[src/rtl/fetch_unit.sv]
// rtl/fetch_unit.sv - instruction fetch stage: PC, imem read, decoder handoff, next-PC select
module fetch_unit #(
  parameter int PC_W     = 10,
  parameter int INST_W   = 9,
  parameter int START_PC = 0
) (
  input  logic              clk,
  input  logic              init,
  input  logic              start,
  output logic [PC_W-1:0]   imem_addr,
  output logic              imem_rd,
  input  logic [INST_W-1:0] imem_data,
  output logic [INST_W-1:0] inst,
  output logic              decoder_en,
  input  logic              stall,
  input  logic              pc_load,
  input  logic [PC_W-1:0]   pc_target,
  input  logic              pc_rel,
  input  logic [5:0]        pc_off,
  input  logic              done,
  output logic [PC_W-1:0]   pc,
  output logic              busy,
  output logic              halted
);

  typedef enum logic [2:0] {
    S_IDLE   = 3'd0,
    S_FETCH  = 3'd1,
    S_LATCH  = 3'd2,
    S_DECODE = 3'd3,
    S_EXEC   = 3'd4,
    S_HALT   = 3'd5
  } state_t;

  localparam logic [PC_W-1:0] START_PC_V = PC_W'(START_PC);
  localparam logic [PC_W-1:0] PC_ONE     = {{(PC_W-1){1'b0}}, 1'b1};

  state_t              state_q, state_d;
  logic [PC_W-1:0]     pc_q, pc_d;
  logic [INST_W-1:0]   inst_q, inst_d;
  logic [PC_W-1:0]     off_ext;

  // Offset is relative to the current instruction's PC; sum wraps modulo 2^PC_W.
  assign off_ext = {{(PC_W-6){pc_off[5]}}, pc_off};

  always_ff @(posedge clk) begin
    if (init) begin
      state_q <= S_IDLE;
      pc_q    <= START_PC_V;
      inst_q  <= '0;
    end else begin
      state_q <= state_d;
      pc_q    <= pc_d;
      inst_q  <= inst_d;
    end
  end

  always_comb begin
    state_d = state_q;
    pc_d    = pc_q;
    inst_d  = inst_q;
    case (state_q)
      S_IDLE: begin
        if (start) begin
          pc_d    = START_PC_V;
          state_d = S_FETCH;
        end
      end
      S_FETCH:  state_d = S_LATCH;
      S_LATCH: begin
        inst_d  = imem_data;
        state_d = S_DECODE;
      end
      S_DECODE: state_d = S_EXEC;
      S_EXEC: begin
        // Halt beats stall, stall masks redirects, absolute beats relative.
        if (done) begin
          state_d = S_HALT;
        end else if (!stall) begin
          state_d = S_FETCH;
          if (pc_load)     pc_d = pc_target;
          else if (pc_rel) pc_d = pc_q + off_ext;
          else             pc_d = pc_q + PC_ONE;
        end
      end
      S_HALT:   state_d = S_HALT;
      default:  state_d = S_IDLE;
    endcase
  end

  assign imem_addr  = pc_q;
  assign imem_rd    = (state_q == S_FETCH);
  assign decoder_en = (state_q == S_DECODE);
  assign inst       = inst_q;
  assign pc         = pc_q;
  assign halted     = (state_q == S_HALT);
  assign busy       = (state_q == S_FETCH) || (state_q == S_LATCH) ||
                      (state_q == S_DECODE) || (state_q == S_EXEC);

endmodule

[config.mk]
export PLATFORM = sky130hd
export DESIGN_NAME = fetch_unit
export DESIGN_NICKNAME = d
export VERILOG_FILES = /design/src/rtl/fetch_unit.sv
export SDC_FILE = /design/constraint.sdc
export NUM_CORES = 1
export LEC_CHECK = 0
export ABC_AREA = 1
export CAP_MARGIN = 20
export CORE_MARGIN = 3
export CORE_UTILIZATION = 42
export DETAILED_ROUTE_END_ITERATION = 8
export DONT_BUFFER_PORTS = 1
export MAX_ROUTING_LAYER = met4
export PLACE_DENSITY = 0.59
export SLEW_MARGIN = 20
export SYNTH_ARGS = -nofsm -noshare
export SYNTH_HDL_FRONTEND = slang
export SYNTH_SLANG_ARGS = --single-unit
[constraint.sdc]
create_clock -name clk -period 3.15 [get_ports clk]
set_input_delay 0.63 -clock clk [delete_from_list [all_inputs] [get_ports clk]]
set_output_delay 0.63 -clock clk [all_outputs]
set_load 0.03 [all_outputs]
== Yosys cells after proc, flatten, opt, wreduce, memory -nomap -nowiden ==
Cells that the tools add are included.

* Register bits: 22
* Latch bits: 0
* Bits in writable memories: 0
* Bits in read-only memories: 0
* Input bits: 32
* Output and inout bits: 33
* Word-level logic and storage cells: 31
* Memories kept: 0

* Add/subtract/negate cells: 2
* Multiply operators: 0
* Div/mod/pow operators: 0
* $lt $le $gt $ge: 0
* Eq/ne operators: 9
* Shift operators: 0
* Mux-type cells: 10
* Bitwise logic cells: 0
* Reductions and logical operators: 7

{| class="wikitable"
|+ Operators with widths
! kind !! number
|-
| $mux W10 || 5
|-
| $pmux W10 S2 || 1
|-
| $pmux W3 S6 || 1
|-
| $add A10 B1 Y10 const B || 1
|-
| $add A10 B10 Y10 || 1
|-
| $mux W3 || 3
|-
| $eq A3 B2 Y1 const B || 2
|-
| $eq A3 B3 Y1 const B || 2
|-
| $ne A2 B2 Y1 const B || 3
|-
| $reduce_and A4 Y1 || 1
|-
| $eq A3 B1 Y1 const B || 1
|-
| $logic_not A3 Y1 || 1
|-
| $logic_or A1 B1 Y1 || 3
|-
| $ne A3 B3 Y1 const B || 1
|-
| $reduce_and A2 Y1 || 1
|-
| $reduce_bool A2 Y1 || 1
|}

== Depth between registers and ports, before layout ==
* Word-level depth: 6
* Gate-level depth with buffers: 14
* Gate-level depth less buffers: 13

== Worst setup path before layout ==
No wires, ideal clock.

* Path type: reg2out
* From: reg state_q[0]
* To: out busy
* Data arrival time: 1533 ps
* Required time: 2520 ps
* Setup slack: 987 ps
* Stages on the path, launching flop included: 6
* Buffers on the path: 0
* Cells stage by stage: dfxtp_1 > inv_1 > or2_2 > nor2_1 > nor2_1 > nand2_1

* Elaborated cells between the ends (all ways): 7
* Those cells by class: eq/ne: 4; reduce/logical: 3

{| class="wikitable"
|+ RTL lines
! item !! RTL line !! RTL
|-
| start: declaration || 38 || <nowiki>state_t state_q, state_d;</nowiki>
|-
| start signal: assignment || 52 || <nowiki>state_q <= state_d;</nowiki>
|-
| $eq A3 B2 Y1 || -- ||
|-
| via decoder_en || 14 || <nowiki>output logic decoder_en,</nowiki>
|-
| $logic_or A1 B1 Y1 || 97 || <nowiki>assign busy = (state_q == S_FETCH) || (state_q == S_LATCH) ||</nowiki>
|-
| $logic_or A1 B1 Y1 || 98 || <nowiki>(state_q == S_DECODE) || (state_q == S_EXEC);</nowiki>
|-
| end: declaration || 22 || <nowiki>output logic busy,</nowiki>
|}

The timed path passes the listed nets, and every way through them passes these cells.

== Worst setup path after layout ==
* From: reg state_q[0]
* To: out busy

* Cells in the longest elaborated chain, start to end: 4
* Elaborated cells between the ends (all ways): 7
* Those cells by class: eq/ne: 4; reduce/logical: 3

{| class="wikitable"
|+ Ends and longest elaborated chain
! item !! RTL line
|-
| $eq A3 B1 Y1 or $eq A3 B2 Y1 (tied branches) || 97
|-
| $logic_or A1 B1 Y1 (2 in series) || 97
|-
| $logic_or A1 B1 Y1 * || 98
|}

Mark *: on every way between the ends. The rest lies on a longest branch, timed or not.

==> results summary <==
The number of H-tree levels came out at 1. For the finished layout, the period the worst path requires is about 2.3 ns. For the pin with the worst max-slew slack, the measured transition is 0.721 ns. The die area came out at 0.00439 sq mm.

The highest fanout seen on the critical path is 5. The detail route stage leaves a number of antenna-violating nets equal to 0. The simple-gate portion of the synthesized area is between 30% and 40%. Data on the critical path arrives at its endpoint at around 1.7 ns. Synthesis produced a netlist with a net count of 274.

The final hold violation count came out at 0. The routed via count is 1378. Of the cells placed in the final design, the portion with a size suffix greater than 1 is a little over an eighth. After filler insertion, the fill cell instance count of the layout stands at between 300 and 400. The post-synthesis sequential area ratio is 28.9%. For this run, the leading register cell type out of synthesis is dfxtp_1.

The area of the mapped netlist is 0.00152 sq mm. Prior to clock tree synthesis, the placed netlist has a worst setup slack of between 1 and 1.5 ns. Synthesis inferred 22 register bits.

The CTS buffer count came out at 3. The worst slew margin relative to its limit came out at between 50% and 60%. The length of the first detailed-routing pass in iterations came out at 4. The final routed DRC violation total came out at 0.

At the end of the flow, the number of nets in the layout was 270. Measured along the y axis, the die boundary spans 66.2 microns. The run finished with clean final reports. The number of antenna diodes is 0.

The compound-gate portion of the synthesized area came out at 12.8%. The async set or reset register ratio after synthesis came out at 0%. The clock reaches the later pin of the worst-skew pair after approximately 0.30 ns. The routed wire length per instance is ~13 microns.

The initial cell density of the core came out at 44.6%. During synthesis, Yosys emitted a total of 0 warnings. The fraction of synthesized area in multiplexers came out at 0%. The pin count of the biggest net entering global routing is 18. By area, the combinational part of the netlist is dominated by simple AND/OR/NAND/NOR gates.

The global-route congestion overflow total is 0. The number of placed instances with taps included came out at 273. The wire-length estimate of the detail-placed layout is 2720 microns.

Across every metal layer, demand over resource in global routing totals 16.7%. Registers take 440 sq um. The root cell of the clock tree is clkbuf_4. The worst setup path is captured at an output port. The floorplan die width came out at 66.2 microns. Summed over all cells, the static leakage comes to 0.720 nW. The post-route cell area is around 0.0015 sq mm. The detailed-route wire length is 3510 microns. The tool flagged a number of max-cap violations equal to 0.

The core area came out at 0.00342 sq mm. Counting along the longest clock path gives a buffer depth of 2. The number of top-level pins came out at 65. The utilization of the core after routing is between 40% and 50%.

The number of rows in the core area came out at 21. The post-detailed-route via-to-cell ratio came out at 4.99. After Yosys synthesis, XOR and XNOR cells account for 2.87% of the synthesized area. The max-slew violation count is 0.

In this run, post-CTS hold repair placed 0 buffers. The number of synthesized flops with an enable pin came out at 0. The post-cts sizing count came out at 0. The number of standard cells after synthesis is 236. The library cell used most frequently in the layout, excluding fill and tap cells, is nand2_1. Input and output buffers added on the ports amount to 0. The adder and majority gate portion of the synthesized area came out at 5.42%. The average footprint of a synthesized cell is roughly 6.5 sq um. For this design the ratio of total power to cell area is 400 mW/mm^2. The multi-input combinational cell area came out at 885 sq um.

The weighted congestion at the end of routability-driven global placement is 0.867. Setup repair after global routing left no endpoint under its margin. The clock transition at the registers of the reported paths came out at 0.12 ns. The classification of the worst-slack hold path is input port to flip-flop. The maximum clock rate came out at roughly 0.44 GHz. The count of cells in the finished layout, fillers not included, comes to 276.

The first global-routing pass estimated 5600 microns of wire. The startpoint-to-endpoint class of the critical path is flip-flop to output port. The growth of design area from synthesis to finish came out at 1.31%. CTS saw 22 sinks.

After the first detailed-routing iteration, the DRC count stood at 71. In the layout the commonest cells are 53 x nand2_1, 38 x nor2_1, 23 x inv_1. The setup-violating endpoint count in the final report came out at 0. The number of different library cells used by synthesis comes to 27. The number of antenna violations at the first check in global routing is 0. The worst setup path is launched from a flip-flop. Clock skew on the completed layout was measured at 0.00466 ns. The worst path uses 72.7% of the clock period.

The post-route worst setup slack is 0.861 ns. The post-CTS setup repair buffer count came out at 0. The worst path required time came out at 2.52 ns. The accumulated negative setup slack is 0 ns. The worst ir drop on vdd is between 200 and 300 uV. The clock tree from TritonCTS is yes.

The via count of the first global-routing pass came to between 1000 and 1500. The placed instances occupy a cell area of 0.00152 sq mm.
[final timing paths]
kind | startpoint | endpoint | slack (ns) | cells after the start
max reg2reg | imem_addr[4] | imem_addr[9] | 1.10 | 10
min | init | imem_addr[9] | 0.38 | 1
max | state_q[0] | busy | 0.86 | 6
min reg2reg | inst[7] | inst[7] | 0.64 | 2
[through the flow]
stage | total power (W) | hold WS [ns]
2_1_floorplan | 0.000476 | 0.556
5_1_grt | 0.000659 | 0.348
3_3_place_gp | 0.000498 | 0.620
6_report | 0.000617 | 0.377
4_1_cts | 0.000629 | 0.356
3_5_place_dp | 0.000499 | 0.628
[registers in the layout, summed over array words and instances (netlist names)]
name	cells
inst	9
imem_addr	10
state_q	3
[routing by layer]
metal	global-route usage [%]	wire [microns]	vias to the layer above
li1	-	-	740
met5	-	0	-
met4	4.82	46	0
met3	3.74	233	4
met2	27.0	1670	43
met1	20.9	1560	591
[worst max-delay path: stages (launching register included)]
cell	delay, ns
dfxtp_1	0.42
inv_1	0.07
or2_2	0.29
nor2_1	0.09
buf_4	0.18
nor2_1	0.06
nand2_1	0.24
[cells by family after synthesis]
group | count (synthesis)
simple gates | 127
buf+inv | 41
compound gates | 35
flops | 22
fa+ha+maj | 6
xor+xnor | 5
[report_power, final]
part / leakage, nW / total, W / internal, W / switching (W)
registers: 0.179 / 0.000343 / 0.000298 / 0.0000448
clock network: 0.0138 / 0.000127 / 0.0000446 / 0.0000820
logic: 0.527 / 0.000147 / 0.0000442 / 0.000103
total: 0.720 / 0.000617 / 0.000387 / 0.000230
[cell type report]
cell class                      count  area share [%]
Timing Repair Buffer                5            2.43
Clock buffer                        3            1.46
Inverter                           27            6.56
Sequential cell                    22            28.5
Multi-Input combinational cell    173            57.3
Tap cell                           46            3.73
[cell usage after synthesis (2+ instances only)]
cell type	count	area, sq um
nand3_1	14	70.1
clkinv_1	2	7.51
a21oi_2	2	17.5
o211ai_1	3	22.5
o21ai_0	15	75.1
dfxtp_1	22	440
nand4_1	4	25.0
nand2_2	9	56.3
inv_1	23	86.3
nor2_1	38	143
buf_4	12	90.1
a21oi_1	12	60.1
ha_1	5	62.6
nand2_1	53	199
inv_2	2	7.51
or2_2	2	12.5
clkbuf_1	2	7.51
nor2_2	4	25.0
xor2_1	4	35.0
Note: power is estimated with default switching activity, not from simulation.
